## src/rtl/io_request_arbiter_pkg.sv

```systemverilog
// Shared types for the non-cached I/O request arbiter: request/response
// packets, arbiter FSM states and the sizing helper for grant indices.
package io_request_arbiter_pkg;

  localparam int NUM_CORES        = 4;
  localparam int CORE_ID_W        = 4;   // wide enough for up to 16 requesters
  localparam int THREAD_IDX_W     = 2;

  typedef logic [CORE_ID_W-1:0]    core_id_t;
  typedef logic [THREAD_IDX_W-1:0] local_thread_idx_t;

  typedef struct packed {
    logic              is_store;
    logic [31:0]       address;
    logic [31:0]       value;
    local_thread_idx_t thread_idx;
  } ioreq_packet_t;

  typedef struct packed {
    core_id_t          core;
    local_thread_idx_t thread_idx;
    logic [31:0]       read_value;
  } iorsp_packet_t;

  typedef enum logic [1:0] {
    IO_ARB_IDLE,
    IO_ARB_ISSUE,
    IO_ARB_CAPTURE,
    IO_ARB_RESPOND
  } io_arb_state_t;

  // Index width for a vector of n requesters (never zero).
  function automatic int idx_width(int n);
    return (n > 1) ? $clog2(n) : 1;
  endfunction

endpackage

```

## src/rtl/io_request_arbiter_if.sv

```systemverilog
// Single non-cached peripheral register bus. The arbiter is the master;
// read_data is returned by the slave one cycle after read_en.
interface io_bus_interface;

  logic        write_en;
  logic        read_en;
  logic [31:0] address;
  logic [31:0] write_data;
  logic [31:0] read_data;

  modport master (
    output write_en,
    output read_en,
    output address,
    output write_data,
    input  read_data
  );

  modport slave (
    input  write_en,
    input  read_en,
    input  address,
    input  write_data,
    output read_data
  );

endinterface

```

## src/rtl/io_request_arbiter_grant_select.sv

```systemverilog
// Grant selection for the I/O arbiter. With IO_ARB_ROUND_ROBIN_EN defined the
// lowest valid index at or after an internal pointer wins and the pointer
// moves past each accepted grant; otherwise the lowest valid index wins and
// no pointer state exists.
module io_grant_select
  import io_request_arbiter_pkg::*;
#(
  parameter int NUM_REQUESTERS = NUM_CORES,
  localparam int IDX_W = idx_width(NUM_REQUESTERS)
) (
`ifdef IO_ARB_ROUND_ROBIN_EN
  input  logic                      clk,
  input  logic                      reset,
  input  logic                      advance,
`endif
  input  logic [NUM_REQUESTERS-1:0] valid,
  output logic [NUM_REQUESTERS-1:0] grant_oh,
  output logic [IDX_W-1:0]          grant_idx,
  output logic                      any_valid
);

  assign any_valid = |valid;

`ifdef IO_ARB_ROUND_ROBIN_EN
  logic [IDX_W-1:0] ptr_q, ptr_d;
  logic [IDX_W:0]   cand;
  logic             found;

  // Rotating search starting at the pointer; first valid requester wins.
  always_comb begin
    grant_oh  = '0;
    grant_idx = '0;
    found     = 1'b0;
    cand      = '0;
    for (int i = 0; i < NUM_REQUESTERS; i++) begin
      cand = {1'b0, ptr_q} + (IDX_W+1)'(i);
      if (cand >= (IDX_W+1)'(NUM_REQUESTERS)) begin
        cand = cand - (IDX_W+1)'(NUM_REQUESTERS);
      end
      if (!found && valid[cand[IDX_W-1:0]]) begin
        found     = 1'b1;
        grant_idx = cand[IDX_W-1:0];
      end
    end
    grant_oh[grant_idx] = found;
  end

  // Pointer moves to grant+1 (wrapping) whenever a grant is accepted.
  always_comb begin
    ptr_d = ptr_q;
    if (advance) begin
      ptr_d = (grant_idx == IDX_W'(NUM_REQUESTERS-1)) ? '0 : grant_idx + 1'b1;
    end
  end

  // Pointer register.
  always_ff @(posedge clk) begin
    if (reset) ptr_q <= '0;
    else       ptr_q <= ptr_d;
  end
`else
  // Fixed priority: lowest valid index wins.
  always_comb begin
    grant_oh  = '0;
    grant_idx = '0;
    for (int i = NUM_REQUESTERS-1; i >= 0; i--) begin
      if (valid[i]) grant_idx = IDX_W'(i);
    end
    grant_oh[grant_idx] = any_valid;
  end
`endif

endmodule

```

## src/rtl/io_request_arbiter.sv

```systemverilog
// Shares the single non-cached I/O bus among all cores. One transaction at a
// time: accept (IDLE) -> bus enable (ISSUE) -> capture read data (CAPTURE,
// loads only) -> single-cycle response pulse (RESPOND).
// Arbitration policy selected by IO_ARB_ROUND_ROBIN_EN (fixed priority when
// undefined).
module io_request_arbiter
  import io_request_arbiter_pkg::*;
#(
  parameter int NUM_REQUESTERS = NUM_CORES
) (
  input  logic                      clk,
  input  logic                      reset,
  input  logic [NUM_REQUESTERS-1:0] ior_request_valid,
  input  ioreq_packet_t             ior_request [NUM_REQUESTERS],
  output logic [NUM_REQUESTERS-1:0] ia_ready,
  output logic                      ia_response_valid,
  output iorsp_packet_t             ia_response,
  io_bus_interface.master           io_bus
);

  localparam int IDX_W = idx_width(NUM_REQUESTERS);

  io_arb_state_t       state_q, state_d;
  ioreq_packet_t       req_q, req_d;
  logic [IDX_W-1:0]    grant_q, grant_d;
  logic                write_en_q, write_en_d;
  logic                read_en_q, read_en_d;
  logic                rsp_valid_q, rsp_valid_d;
  iorsp_packet_t       rsp_q, rsp_d;

  logic [NUM_REQUESTERS-1:0] grant_oh;
  logic [IDX_W-1:0]          grant_idx;
  logic                      any_valid;

  io_grant_select #(.NUM_REQUESTERS(NUM_REQUESTERS)) u_grant_select (
`ifdef IO_ARB_ROUND_ROBIN_EN
    .clk       (clk),
    .reset     (reset),
    .advance   ((state_q == IO_ARB_IDLE) && any_valid),
`endif
    .valid     (ior_request_valid),
    .grant_oh  (grant_oh),
    .grant_idx (grant_idx),
    .any_valid (any_valid)
  );

  // The only combinational output: accept pulse to the winning requester.
  assign ia_ready = (state_q == IO_ARB_IDLE && !reset) ? grant_oh : '0;

  assign ia_response_valid  = rsp_valid_q;
  assign ia_response        = rsp_q;
  assign io_bus.write_en    = write_en_q;
  assign io_bus.read_en     = read_en_q;
  assign io_bus.address     = req_q.address;
  assign io_bus.write_data  = req_q.value;

  // Next-state and next-output logic; enables and response are one-cycle pulses.
  always_comb begin
    state_d     = state_q;
    req_d       = req_q;
    grant_d     = grant_q;
    write_en_d  = 1'b0;
    read_en_d   = 1'b0;
    rsp_valid_d = 1'b0;
    rsp_d       = rsp_q;
    case (state_q)
      IO_ARB_IDLE: begin
        if (any_valid) begin
          req_d      = ior_request[grant_idx];
          grant_d    = grant_idx;
          write_en_d = ior_request[grant_idx].is_store;
          read_en_d  = !ior_request[grant_idx].is_store;
          state_d    = IO_ARB_ISSUE;
        end
      end
      IO_ARB_ISSUE: begin
        if (req_q.is_store) begin
          rsp_valid_d      = 1'b1;
          rsp_d.core       = core_id_t'(grant_q);
          rsp_d.thread_idx = req_q.thread_idx;
          rsp_d.read_value = 32'h0;
          state_d          = IO_ARB_RESPOND;
        end else begin
          state_d = IO_ARB_CAPTURE;
        end
      end
      IO_ARB_CAPTURE: begin
        rsp_valid_d      = 1'b1;
        rsp_d.core       = core_id_t'(grant_q);
        rsp_d.thread_idx = req_q.thread_idx;
        rsp_d.read_value = io_bus.read_data;
        state_d          = IO_ARB_RESPOND;
      end
      IO_ARB_RESPOND: begin
        state_d = IO_ARB_IDLE;
      end
      default: begin
        state_d = IO_ARB_IDLE;
      end
    endcase
  end

  // State and output registers; reset abandons any in-flight transaction.
  always_ff @(posedge clk) begin
    if (reset) begin
      state_q     <= IO_ARB_IDLE;
      req_q       <= '0;
      grant_q     <= '0;
      write_en_q  <= 1'b0;
      read_en_q   <= 1'b0;
      rsp_valid_q <= 1'b0;
      rsp_q       <= '0;
    end else begin
      state_q     <= state_d;
      req_q       <= req_d;
      grant_q     <= grant_d;
      write_en_q  <= write_en_d;
      read_en_q   <= read_en_d;
      rsp_valid_q <= rsp_valid_d;
      rsp_q       <= rsp_d;
    end
  end

endmodule

```

## src/flat_wrapper.sv

```systemverilog
// flat-port wrapper written by rule: the top's interface ports become plain ports
module io_request_arbiter_flat import io_request_arbiter_pkg::*;
#(
  parameter int NUM_REQUESTERS = NUM_CORES
)
  (clk, reset, ior_request_valid, ior_request, ia_ready, ia_response_valid, ia_response, io_bus_write_en, io_bus_read_en, io_bus_address, io_bus_write_data, io_bus_read_data);
  io_bus_interface io_bus_i ();
  input  logic clk;
  input  logic reset;
  input  logic [NUM_REQUESTERS-1:0] ior_request_valid;
  input  ioreq_packet_t ior_request[NUM_REQUESTERS];
  output logic [NUM_REQUESTERS-1:0] ia_ready;
  output logic ia_response_valid;
  output iorsp_packet_t ia_response;
  output wire logic [$bits(io_bus_i.write_en)-1:0] io_bus_write_en;
  output wire logic [$bits(io_bus_i.read_en)-1:0] io_bus_read_en;
  output wire logic [$bits(io_bus_i.address)-1:0] io_bus_address;
  output wire logic [$bits(io_bus_i.write_data)-1:0] io_bus_write_data;
  input wire logic [$bits(io_bus_i.read_data)-1:0] io_bus_read_data;
  assign io_bus_write_en = io_bus_i.write_en;
  assign io_bus_read_en = io_bus_i.read_en;
  assign io_bus_address = io_bus_i.address;
  assign io_bus_write_data = io_bus_i.write_data;
  assign io_bus_i.read_data = io_bus_read_data;
  io_request_arbiter #(.NUM_REQUESTERS(NUM_REQUESTERS)) u_core (.clk(clk), .reset(reset), .ior_request_valid(ior_request_valid), .ior_request(ior_request), .ia_ready(ia_ready), .ia_response_valid(ia_response_valid), .ia_response(ia_response), .io_bus(io_bus_i));
endmodule
```

## config.mk

```make
export PLATFORM = sky130hd
export DESIGN_NAME = io_request_arbiter_flat
export DESIGN_NICKNAME = d
export VERILOG_FILES = /design/src/rtl/io_request_arbiter_pkg.sv /design/src/rtl/io_request_arbiter_if.sv /design/src/rtl/io_request_arbiter_grant_select.sv /design/src/rtl/io_request_arbiter.sv /design/src/flat_wrapper.sv
export SDC_FILE = /design/constraint.sdc
export NUM_CORES = 1
export LEC_CHECK = 0
export CELL_PAD_IN_SITES_DETAIL_PLACEMENT = 0
export CELL_PAD_IN_SITES_GLOBAL_PLACEMENT = 1
export CORE_ASPECT_RATIO = 0.75
export CORE_MARGIN = 3
export CORE_UTILIZATION = 26
export DETAILED_ROUTE_END_ITERATION = 16
export GPL_TIMING_DRIVEN = 0
export PLACE_DENSITY_LB_ADDON = 0.1
export SLEW_MARGIN = 20
export SYNTH_ARGS = -nofsm -noshare
export SYNTH_HDL_FRONTEND = slang
export SYNTH_SLANG_ARGS = --single-unit
```

## constraint.sdc

```tcl
create_clock -name clk -period 2.05 [get_ports clk]
set_input_delay 0.5125 -clock clk [delete_from_list [all_inputs] [get_ports clk]]
set_output_delay 0.5125 -clock clk [all_outputs]
set_load 0.005 [all_outputs]
```

==> results of run 1 <==
-- power by group --
group / total, µW / leakage [µW] / internal, µW / switching (µW)
clock network: 1910 / 0.000151 / 885 / 1020
registers: 3170 / 0.000906 / 2810 / 359
logic: 6090 / 0.00376 / 3360 / 2730
total: 11200 / 0.00482 / 7060 / 4110
-- area by class of cell --
type,instances,area (µm²)
multi-input cells,698,3890
diodes,7,17.5
clock inverters,7,78.8
flip-flops and latches,110,2200
well taps,351,439
inverters,69,265
plain buffers,160,977
repair buffers,422,4160
fillers,2906,14900
clock buffers,9,225
-- worst min-delay path: stages (launching register included) --
cell                       delay, ps
sky130_fd_sc_hd__dfxtp_1         330
sky130_fd_sc_hd__inv_1            50
sky130_fd_sc_hd__a221oi_1         60
-- sequential cells by signal, indices dropped and copies added, names as in the netlist --
signal and flops:
u_core.grant_q 2, u_core.ia_response 36, u_core.ia_response_valid 1, u_core.io_bus.address 32, u_core.io_bus.read_en 1, u_core.io_bus.write_data 32, u_core.io_bus.write_en 1, u_core.req_q 3
u_core.state_q 2
-- final timing paths --
path	slack (ps)	to	startpoint
max	110	ia_ready[2]	ior_request_valid[0]
min	490	u_core.grant_q[1]	u_core.grant_q[1]
max reg2reg	180	u_core.io_bus.address[8]	u_core.state_q[0]
min reg2reg	490	u_core.grant_q[1]	u_core.grant_q[1]
-- per-layer routing --
| layer | GRT usage | routed length (µm) |
|---|---|---|
| met5 | 0 | 0 |
| met4 | 0.0625 | 701 |
| met3 | 0.0635 | 2660 |
| met2 | 0.368 | 16100 |
| met1 | 0.290 | 15200 |
-- cell families after synthesis --
group | count (synthesis) | synth area share
and+or+nand+nor | 375 | 0.240
other | 1 | 0.000518
muxes | 5 | 0.00744
DFF | 110 | 0.304
AOI/OAI and AO/OA | 312 | 0.274
buffers and inverters | 234 | 0.167
adders and majority gates | 4 | 0.00692
-- metrics by stage --
stage	cells	worst slack [ps]	area (µm²)	TNS (ps)	utilization
2_1_floorplan	1042	124	7240	0	-
3_3_place_gp	1803	-1300	11800	-39060	0.433
3_5_place_dp	1803	-1330	11800	-39290	0.433
4_1_cts	1826	3.62	12200	0	0.450
5_1_grt	1832	23.0	12300	0	0.451
6_report	1833	108	12300	0	0.451
-- repair_timing --
item	4_1_cts	5_1_grt
hold endpoints to repair	0	0
setup endpoints to repair	69	34
buffers inserted	9	3
gates resized for setup	61	7
pin swaps	1	3
-- synthesized netlist by cell type --
cell	n	area (µm²)
sky130_fd_sc_hd__a211o_1	1	8.76
sky130_fd_sc_hd__a21oi_1	197	986
sky130_fd_sc_hd__a21oi_2	1	8.76
sky130_fd_sc_hd__a221oi_1	2	17.5
sky130_fd_sc_hd__a311oi_1	1	8.76
sky130_fd_sc_hd__a32oi_1	32	280
sky130_fd_sc_hd__buf_1	13	48.8
sky130_fd_sc_hd__buf_2	20	100
sky130_fd_sc_hd__buf_4	72	541
sky130_fd_sc_hd__buf_6	4	45.0
sky130_fd_sc_hd__clkbuf_1	55	206
sky130_fd_sc_hd__clkbuf_2	1	5.00
sky130_fd_sc_hd__conb_1	1	3.75
sky130_fd_sc_hd__dfxtp_1	110	2200
sky130_fd_sc_hd__ha_1	4	50.1
sky130_fd_sc_hd__inv_1	69	259
sky130_fd_sc_hd__mux2i_1	4	40.0
sky130_fd_sc_hd__mux2i_2	1	13.8
sky130_fd_sc_hd__nand2_1	244	916
sky130_fd_sc_hd__nand2b_1	9	56.3
sky130_fd_sc_hd__nand3_1	1	5.00
sky130_fd_sc_hd__nand3b_1	67	503
sky130_fd_sc_hd__nor2_1	40	150
sky130_fd_sc_hd__nor3_1	1	5.00
sky130_fd_sc_hd__nor3b_1	1	7.51
sky130_fd_sc_hd__nor4_1	2	12.5
sky130_fd_sc_hd__nor4_2	1	12.5
sky130_fd_sc_hd__o21ai_0	3	15.0
sky130_fd_sc_hd__o21bai_1	5	37.5
sky130_fd_sc_hd__o31a_1	62	543
sky130_fd_sc_hd__o31ai_1	1	7.51
sky130_fd_sc_hd__o41ai_1	6	52.6
sky130_fd_sc_hd__o41ai_2	1	16.3
sky130_fd_sc_hd__or2_2	2	12.5
sky130_fd_sc_hd__or3_1	1	6.26
sky130_fd_sc_hd__or3b_2	6	52.6
==> metrics.md, run 1 <==
| Metric | Value |
|---|---|
| Initial core utilization | `0.266` |
| Minimum hold slack | `488 ps` |
| Initial antenna violation count | `6` |
| Total leakage power | `0.00482 µW` |
| Gate Count Post-Synth | `1041` |
| Total Die Area | `29900 µm²` |
| Most frequent cells in the layout | `403 x sky130_fd_sc_hd__clkdlybuf4s50_1, 244 x sky130_fd_sc_hd__nand2_1, 197 x sky130_fd_sc_hd__a21oi_1` |
| Fraction of final layout cells sized beyond drive strength 1 | `0.103` |
| Warnings, synthesis | `0` |
| Final period demand of the worst path | `1940 ps` |
| Transition time at the pin with the least slew margin | `624 ps` |
| Vias/cell | `4.72` |
| Row count | `52` |
| Detailed router's first-iteration violation count | `436` |
| Headroom to the max-slew limit | `0.584` |
| CTS Sinks | `110` |
| Crit path required time | `1540 ps` |
| Total power per unit cell area | `911 nW/µm²` |
| CTS tree | `built` |
| RePlAce Congestion | `0.821` |
| Final worst path period share | `0.947` |
| Clk buf depth | `2` |
| Highest cell delay on the worst timing path | `280 ps` |
| VDD IR max | `0.478 mV` |
| Count of distinct cell types in the synthesized netlist | `36` |
| Element type at the critical path start | `input port` |
| Crit path buf inv count | `3` |
| CTS Root Cell | `sky130_fd_sc_hd__clkbuf_16` |
| Worst Hold Path Cells | `2` |
| Max Fanout on Critical Path | `4` |
| CTS clock-pin slew for the worst setup and hold paths | `80 ps` |
| Routed len/inst | `18.9 µm` |
| Final Max Slew Viols | `0` |
| Category of the critical setup timing path | `input port to primary output` |
| Hold Violations, Final | `0` |
| DRC errors left | `0` |
| Commonest non-fill, non-tap cell in the layout | `sky130_fd_sc_hd__clkdlybuf4s50_1` |
| Dpl hpwl | `26.6 mm` |
| Number of levels in the clock H-tree | `3` |
| CP arrival | `1430 ps` |
| Maximum clock frequency | `0.515 GHz` |
| Tot Pwr | `11200 µW` |
| Vias | `8660` |
| Ports placed on the boundary | `415` |
| Finish-stage setup viols | `0` |
| Global-route total usage across every layer | `0.224` |
| Post-synth design cell area | `7240 µm²` |
| Cell with the largest stage delay on the worst path | `sky130_fd_sc_hd__or2_4` |
| RSZ-0062 raised after global routing | `false` |
| Run status | `complete, no violations` |
| Stages on the worst setup path | `5` |
| Top cell family by delay on the critical path | `buffers and inverters` |
| Area overhead of the layout relative to synthesis | `69.5%` |
| Number of maximum-capacitance constraint violations | `0` |
| Mean cell area of the mapped netlist | `6.95 µm²` |
| Logic depth of the worst register-to-register path | `9` |
| Cell Chain, Critical Path | `clkdlybuf4s15_1 > or2_4 > clkbuf_16 > nor3_2 > buf_2` |
| Height of the die | `150 µm` |
| Number of port buffers | `410` |
| Total grt overflow | `0` |
| Maximum number of pins on one net before global-route repair | `23` |
| Worst-Skew Late Latency | `380 ps` |
| Number of detailed-route iterations in the first pass | `5` |
| Global-route wire length before repair | `51.0 mm` |
| Share of the yosys chip area belonging to registers | `0.304` |
| Die Span X | `199 µm` |
| Routed Wire Length | `34.7 mm` |
| Type of element capturing the critical path | `primary output` |
| Skew final | `6.81 ps` |
| Number of clock buffers inserted by TritonCTS | `9` |
| Flop and latch count out of synthesis | `110` |
| Number of global-route vias before repair | `8589` |
| Hold buffer count at CTS | `0` |
| Std-Cell Core Area | `27200 µm²` |
| Number of nets still failing antenna checks after routing | `0` |
| Number of nets in the final layout | `1780` |
| Tightest Hold Check Type | `register to register` |
(Power assumes the default switching activity.)
==> inputs of run 2 (changes only) <==
--- a/config.mk
+++ b/config.mk
@@ -5,9 +5,9 @@
 export SDC_FILE = /design/constraint.sdc
 export NUM_CORES = 1
 export LEC_CHECK = 0
+export ABC_CLOCK_PERIOD_IN_PS = 2050
 export CELL_PAD_IN_SITES_DETAIL_PLACEMENT = 0
 export CELL_PAD_IN_SITES_GLOBAL_PLACEMENT = 1
-export CORE_ASPECT_RATIO = 0.75
 export CORE_MARGIN = 3
 export CORE_UTILIZATION = 26
 export DETAILED_ROUTE_END_ITERATION = 16
==> metrics.md, run 2 (synthesis gave the netlist of run 1 again) <==
| Metric | Value |
|---|---|
| Std-Cell Core Area | `27200 µm² (about the same)` |
| CP arrival | `1430 ps (about the same)` |
| Most frequent cells in the layout | `403 x sky130_fd_sc_hd__clkdlybuf4s50_1, 244 x sky130_fd_sc_hd__nand2_1, 197 x sky130_fd_sc_hd__a21oi_1` |
| Total grt overflow | `0 (unchanged)` |
| Post-Place Setup Slack | `-1330 ps (+1.09 ps)` |
| Clk buf depth | `2 (unchanged)` |
| Fraction of final layout cells sized beyond drive strength 1 | `0.104 (+0.00114)` |
| Ports placed on the boundary | `415 (unchanged)` |
| Initial antenna violation count | `10 (+4)` |
| Dpl hpwl | `26.9 mm (+1.2%)` |
| Area taken by multi-input logic gates | `3880 µm² (-0.23%)` |
| Crit path required time | `1540 ps (about the same)` |
| Area overhead of the layout relative to synthesis | `70.3%` |
| Skew final | `9.60 ps (+2.80 ps)` |
| Number of global-route vias before repair | `8628 (+0.45%)` |
| Number of maximum-capacitance constraint violations | `0 (unchanged)` |
| Headroom to the max-slew limit | `0.599 (+0.0144)` |
| VDD IR max | `0.444 mV (-7.1%)` |
| Run status | `complete, no violations` |
| Final Max Slew Viols | `0 (unchanged)` |
| Routed Wire Length | `35.1 mm (+1.2%)` |
| Number of clock buffers inserted by TritonCTS | `9 (unchanged)` |
| RePlAce Congestion | `0.819 (-0.17%)` |
| Commonest non-fill, non-tap cell in the layout | `sky130_fd_sc_hd__clkdlybuf4s50_1` |
| Filler cell count | `2915 (+0.31%)` |
| Type of element capturing the critical path | `primary output` |
| Initial core utilization | `0.266 (about the same)` |
| RSZ-0062 raised after global routing | `true` |
| Height of the die | `173 µm (+15%)` |
| Max FFs per register | `36 (unchanged)` |
| Number of port buffers | `410 (unchanged)` |
| Hold Violations, Final | `0 (unchanged)` |
| Maximum clock frequency | `0.515 GHz (about the same)` |
| Minimum hold slack | `492 ps (+3.40 ps)` |
| Number of nets still failing antenna checks after routing | `0 (unchanged)` |
| Total power per unit cell area | `912 nW/µm² (+0.17%)` |
| Vias/cell | `4.67 (-1.1%)` |
| Worst-Skew Late Latency | `370 ps (about the same)` |
| Die Span X | `173 µm (-13%)` |
| Number of nets in the final layout | `1783 (+0.17%)` |
| Max Fanout on Critical Path | `8 (+4)` |
| CTS Sinks | `110 (unchanged)` |
| Global-route wire length before repair | `52.7 mm (+3.3%)` |
| Total negative slack for setup checks | `0 ps (unchanged)` |
| Total Die Area | `29900 µm² (about the same)` |
| Final worst path period share | `0.948 (about the same)` |
| Smallest setup slack after layout | `107 ps (-0.877 ps)` |
| Global-route total usage across every layer | `0.226 (+0.00172)` |
| CTS Root Cell | `sky130_fd_sc_hd__clkbuf_16` |
| Element type at the critical path start | `input port` |
| Maximum number of pins on one net before global-route repair | `29 (+26%)` |
| CTS clock-pin slew for the worst setup and hold paths | `100 ps (+20 ps)` |
| Combined flip-flop and latch cell area | `2200 µm² (unchanged)` |
| CTS tree | `built` |
| Transition time at the pin with the least slew margin | `602 ps (-21.6 ps)` |
| Detailed router's first-iteration violation count | `422 (-3.2%)` |
| Total leakage power | `0.00484 µW (+0.33%)` |
| Number of levels in the clock H-tree | `3 (unchanged)` |
| Row count | `60 (+15%)` |
| Tightest Hold Check Type | `register to register` |
| Number of detailed-route iterations in the first pass | `5 (unchanged)` |
| Vias | `8668 (+0.092%)` |
| Final period demand of the worst path | `1940 ps (+0.877 ps)` |
| Category of the critical setup timing path | `input port to primary output` |
| DRC errors left | `0 (unchanged)` |
| Routed len/inst | `18.9 µm (about the same)` |
| Finish-stage setup viols | `0 (unchanged)` |
## run 2: path summary, 6_finish.rpt
| path | from | endpoint | slack (ps) | cells after the start |
|---|---|---|---|---|
| hold reg to reg | u_core.ia_response[8] | u_core.ia_response[8] | 490 | 2 |
| setup reg to reg | u_core.state_q[0] | u_core.ia_response[33] | 130 | 9 |
| hold / removal | u_core.ia_response[8] | u_core.ia_response[8] | 490 | 2 |
| setup / recovery | reset | ia_ready[3] | 110 | 4 |
## run 2: repair_timing
| item | CTS | global route |
|---|---|---|
| setup buffers | 13 | 3 |
| pin swaps | 2 | 2 |
| cloned | 0 | 0 |
| resized for setup | 56 | 6 |
| endpoints found under the setup margin | 66 | 34 |
| hold buffers | 0 | 0 |
## run 2: metal layers
metal,track usage,vias up,wire (µm)
met3,0.0672,47,2480
met2,0.380,306,16700
met5,0,-,64
met4,0.0628,10,818
li1,-,4334,-
met1,0.282,3971,15100
## run 2: power breakdown
group	internal (µW)	leakage, µW	switching [µW]
sequential	2810	0.000906	337
clock	904	0.000157	1060
combinational	3400	0.00377	2730
total	7120	0.00484	4120
## run 2: stage by stage
stage / instance area, µm² / utilization / instances / total power, µW
after global routing: 12300 / 0.453 / 1855 / 12100
final: 12300 / 0.453 / 1856 / 11200
after global placement: 11800 / 0.435 / 1824 / 9110
after detailed placement: 11800 / 0.435 / 1824 / 9150
after floorplan: 7240 / - / 1042 / 6290
after CTS: 12300 / 0.453 / 1849 / 11400
## run 2: worst max-delay path: stages
cell                       delay [ps]
sky130_fd_sc_hd__clkbuf_1         250
sky130_fd_sc_hd__nand2b_4         260
sky130_fd_sc_hd__nor4_2           230
sky130_fd_sc_hd__buf_2            170
## run 2: final cells by class
cell class,count,share of cell area
repair buffers,426,0.341
multi-input cells,698,0.315
flip-flops and latches,110,0.179
plain buffers,159,0.0786
well taps,372,0.0378
inverters,69,0.0213
clock buffers,9,0.0183
clock inverters,7,0.00802
diodes,6,0.00122
==> inputs of run 3 (changes only) <==
--- a/config.mk
+++ b/config.mk
@@ -5,15 +5,17 @@
 export SDC_FILE = /design/constraint.sdc
 export NUM_CORES = 1
 export LEC_CHECK = 0
+export ABC_AREA = 1
 export ABC_CLOCK_PERIOD_IN_PS = 2050
 export CELL_PAD_IN_SITES_DETAIL_PLACEMENT = 0
 export CELL_PAD_IN_SITES_GLOBAL_PLACEMENT = 1
 export CORE_MARGIN = 3
-export CORE_UTILIZATION = 26
+export CORE_UTILIZATION = 25
 export DETAILED_ROUTE_END_ITERATION = 16
 export GPL_TIMING_DRIVEN = 0
 export PLACE_DENSITY_LB_ADDON = 0.1
 export SLEW_MARGIN = 20
 export SYNTH_ARGS = -nofsm -noshare
 export SYNTH_HDL_FRONTEND = slang
+export SYNTH_HIERARCHICAL = 1
 export SYNTH_SLANG_ARGS = --single-unit
==> metrics.md, run 3 <==
| Metric | Value |
|---|---|
| Run status | `complete, no violations` |
| Commonest non-fill, non-tap cell in the layout | `sky130_fd_sc_hd__clkdlybuf4s50_1` |
| Number of global-route vias before repair | `8397 (-2.7%)` |
| Dpl hpwl | `25.6 mm (-4.8%)` |
| Maximum clock frequency | `0.514 GHz (-0.17%)` |
| Share of the yosys chip area belonging to registers | `0.297 (-0.00684)` |
| Cells taking the most area after synthesis | `sky130_fd_sc_hd__dfxtp_1 30%, sky130_fd_sc_hd__nand2_1 18%, sky130_fd_sc_hd__inv_1 12%` |
| Total leakage power | `0.00632 µW (+31%)` |
| CP arrival | `1430 ps (about the same)` |
| Mean cell area of the mapped netlist | `5.75 µm² (-17%)` |
| Top FF cell, synth | `sky130_fd_sc_hd__dfxtp_1` |
| Final core area utilization | `0.429 (-0.0245)` |
| Vias | `8715 (+0.54%)` |
| Finish-stage setup viols | `0 (unchanged)` |
| Async SR Flop Fraction | `0 (unchanged)` |
| Initial antenna violation count | `0 (-10)` |
| Final Max Slew Viols | `0 (unchanged)` |
| Filler cell count | `3174 (+8.9%)` |
| Transition time at the pin with the least slew margin | `634 ps (+31.8 ps)` |
| Category of the critical setup timing path | `input port to primary output` |
| Final worst path period share | `0.949 (+0.00158)` |
| Warnings, synthesis | `6 (+6)` |
| Simple-gate portion of the synthesized area | `0.370 (+0.130)` |
| Number of levels in the clock H-tree | `3 (unchanged)` |
| Post-Synth Adder-Cell Area | `0.00845 (+0.00153)` |
| Number of port buffers | `412 (+0.49%)` |
| Number of nets still failing antenna checks after routing | `0 (unchanged)` |
| Headroom to the max-slew limit | `0.577 (-0.0212)` |
| Count of distinct cell types in the synthesized netlist | `21 (-42%)` |
| Global-route wire length before repair | `47.4 mm (-10%)` |
| Number of nets in the final layout | `2026 (+14%)` |
| Tightest Hold Check Type | `register to register` |
| Maximum number of pins on one net before global-route repair | `22 (-24%)` |
| Total grt overflow | `0 (unchanged)` |
| Total power per unit cell area | `908 nW/µm² (-0.46%)` |
| Worst-Skew Late Latency | `360 ps (about the same)` |
| Share of Yosys cell area claimed by the top area cell type | `0.297 (-0.00684)` |
| Post-detailed-placement cell area | `12000 µm² (+1.7%)` |
| Max FFs per register | `36 (unchanged)` |
| Number of detailed-route iterations in the first pass | `4 (-1)` |
| Total negative slack for setup checks | `0 ps (unchanged)` |
| Fraction of final layout cells sized beyond drive strength 1 | `0.0924 (-0.0118)` |
| Element type at the critical path start | `input port` |
| Post-route design area | `12400 µm² (+0.72%)` |
| Max Fanout on Critical Path | `2 (-6)` |
| ANT cells | `0 (-6)` |
| Top cells by instance count after synthesis | `347 x sky130_fd_sc_hd__nand2_1, 231 x sky130_fd_sc_hd__inv_1, 164 x sky130_fd_sc_hd__nand3_1` |
| Height of the die | `178 µm (+3.0%)` |
| Initial core utilization | `0.256 (-0.0104)` |
| Internal reg-to-reg setup slack | `300 ps (+170 ps)` |
| Row count | `62 (+3.3%)` |
| Number of maximum-capacitance constraint violations | `0 (unchanged)` |
| Compound-gate portion of the synthesized area | `0.0811 (-0.193)` |
| CTS Root Cell | `sky130_fd_sc_hd__clkbuf_16` |
| CTS tree | `built` |
| Combinational family with the most area after synthesis | `simple AND/OR/NAND/NOR gates` |
| Area overhead of the layout relative to synthesis | `67.6%` |
| Ports placed on the boundary | `415 (unchanged)` |
| Met3 routing resource usage after global routing | `0.0524 (-0.0148)` |
| Routed Wire Length | `32.0 mm (-8.9%)` |
| Global-route total usage across every layer | `0.193 (-0.0331)` |
| Multiplexer share of the synthesized area | `0 (-0.00744)` |
| Routed len/inst | `15.2 µm (-20%)` |
| Most frequent cells in the layout | `404 x sky130_fd_sc_hd__clkdlybuf4s50_1, 346 x sky130_fd_sc_hd__nand2_1, 229 x sky130_fd_sc_hd__inv_1` |
| Post-synth design cell area | `7400 µm² (+2.3%)` |
| RSZ-0062 raised after global routing | `false` |
| Std-Cell Core Area | `28900 µm² (+6.5%)` |
| VDD IR max | `0.390 mV (-12%)` |
| Hold buffer count at CTS | `0 (unchanged)` |
| Flop and latch count out of synthesis | `110 (unchanged)` |
| Die Span X | `178 µm (+3.0%)` |
| Crit path required time | `1540 ps (about the same)` |
| Final period demand of the worst path | `1950 ps (+3.23 ps)` |
| Met1 track demand over resource | `0.225 (-0.0566)` |
| Smallest setup slack after layout | `104 ps (-3.23 ps)` |
| Skew final | `15.6 ps (+5.97 ps)` |
| Global-route track usage on met2 | `0.357 (-0.0228)` |
| Minimum hold slack | `474 ps (-18.1 ps)` |
| Xor and xnor fraction of the mapped netlist area | `0 (unchanged)` |
| RePlAce Congestion | `0.809 (-1.3%)` |
| Total Die Area | `31700 µm² (+6.2%)` |
| Cell with the most instances after synthesis | `sky130_fd_sc_hd__nand2_1` |
| Number of synthesized flops with an enable pin | `0 (unchanged)` |
| CTS Sinks | `110 (unchanged)` |
| Detailed router's first-iteration violation count | `309 (-27%)` |
| Dominant cell type by area after synthesis | `sky130_fd_sc_hd__dfxtp_1` |
| DRC errors left | `0 (unchanged)` |
| Vias/cell | `4.14 (-11%)` |
| Gate Count Post-Synth | `1288 (+24%)` |
| Post-Place Setup Slack | `-825 ps (+503 ps)` |
| Type of element capturing the critical path | `primary output` |
| GRT Max-Usage Layer | `met2` |
| Number of clock buffers inserted by TritonCTS | `9 (unchanged)` |
| CTS clock-pin slew for the worst setup and hold paths | `80 ps (-20 ps)` |
| Clk buf depth | `2 (unchanged)` |
| Hold Violations, Final | `0 (unchanged)` |
## run 3: cell types whose count changed in the layout (fill, tap and decap cells not counted), moves of 10 or more
cell,previous run,this run
sky130_fd_sc_hd__inv_1,66,229
sky130_fd_sc_hd__a32oi_1,32,0
sky130_fd_sc_hd__clkbuf_1,52,15
sky130_fd_sc_hd__o21ai_0,3,66
sky130_fd_sc_hd__nand3_1,1,164
sky130_fd_sc_hd__nand3b_1,67,0
sky130_fd_sc_hd__buf_2,17,27
sky130_fd_sc_hd__o31a_1,62,0
sky130_fd_sc_hd__buf_4,91,80
sky130_fd_sc_hd__o21ai_1,0,10
sky130_fd_sc_hd__a21oi_1,197,44
sky130_fd_sc_hd__nor2_1,40,156
sky130_fd_sc_hd__nand2_1,244,346
## run 3: timing repair
item	4_1_cts	5_1_grt
gates cloned	0	0
pin swaps	1	2
setup endpoints to repair	64	50
resized for setup	19	33
setup buffers	3	0
## run 3: routing by layer
metal / vias up / routed length (µm)
met5: - / 0
met4: 0 / 220
met3: 10 / 2370
met2: 253 / 16100
met1: 3799 / 13300
li1: 4653 / -
## run 3: kinds of logic (layout without fill, tap and decap cells)
family,count (synthesis),count (layout)
AO/OA/AOI/OAI,120,120
adder cells (fa/ha/maj),5,5
buffers and inverters,380,811
flip-flops,110,110
other,1,2
AND/OR/NAND/NOR,672,672
## run 3: final cells by class
class                   instances  area [µm²]  area share
inverters                     237         905      0.0729
multi-input cells             799        3430       0.276
flip-flops and latches        110        2200       0.177
plain buffers                 143         963      0.0776
clock inverters                 7        70.1     0.00565
well taps                     384         480      0.0387
repair buffers                415        4130       0.333
clock buffers                   9         225      0.0182
## run 3: stage by stage
step	power, µW	cells
6_report	11300	2104
5_1_grt	12300	2104
4_1_cts	11400	2104
3_5_place_dp	9510	2085
3_3_place_gp	9480	2085
2_1_floorplan	6380	1289
## run 3: worst paths after layout
kind / start / endpoint / cells after the start
worst min register to register: u_core/grant_q[1] / u_core/grant_q[1] / 2
worst max-delay path: ior_request_valid[3] / ia_ready[3] / 6
worst max register to register: u_core/state_q[1] / u_core/ia_response[29] / 9
worst min-delay path: u_core/grant_q[1] / u_core/grant_q[1] / 2
## run 3: power by group
part | switching (µW) | leakage (µW) | internal (µW)
registers | 369 | 0.000910 | 2920
clock network | 935 | 0.000147 | 868
logic | 2860 | 0.00526 | 3310
total | 4160 | 0.00632 | 7110
## run 3: critical path: stages
cell and delay (ps):
sky130_fd_sc_hd__clkdlybuf4s50_1 480, sky130_fd_sc_hd__nand2_1 70, sky130_fd_sc_hd__nor2_1 110, sky130_fd_sc_hd__inv_1 50, sky130_fd_sc_hd__nor2_1 90, sky130_fd_sc_hd__buf_2 120
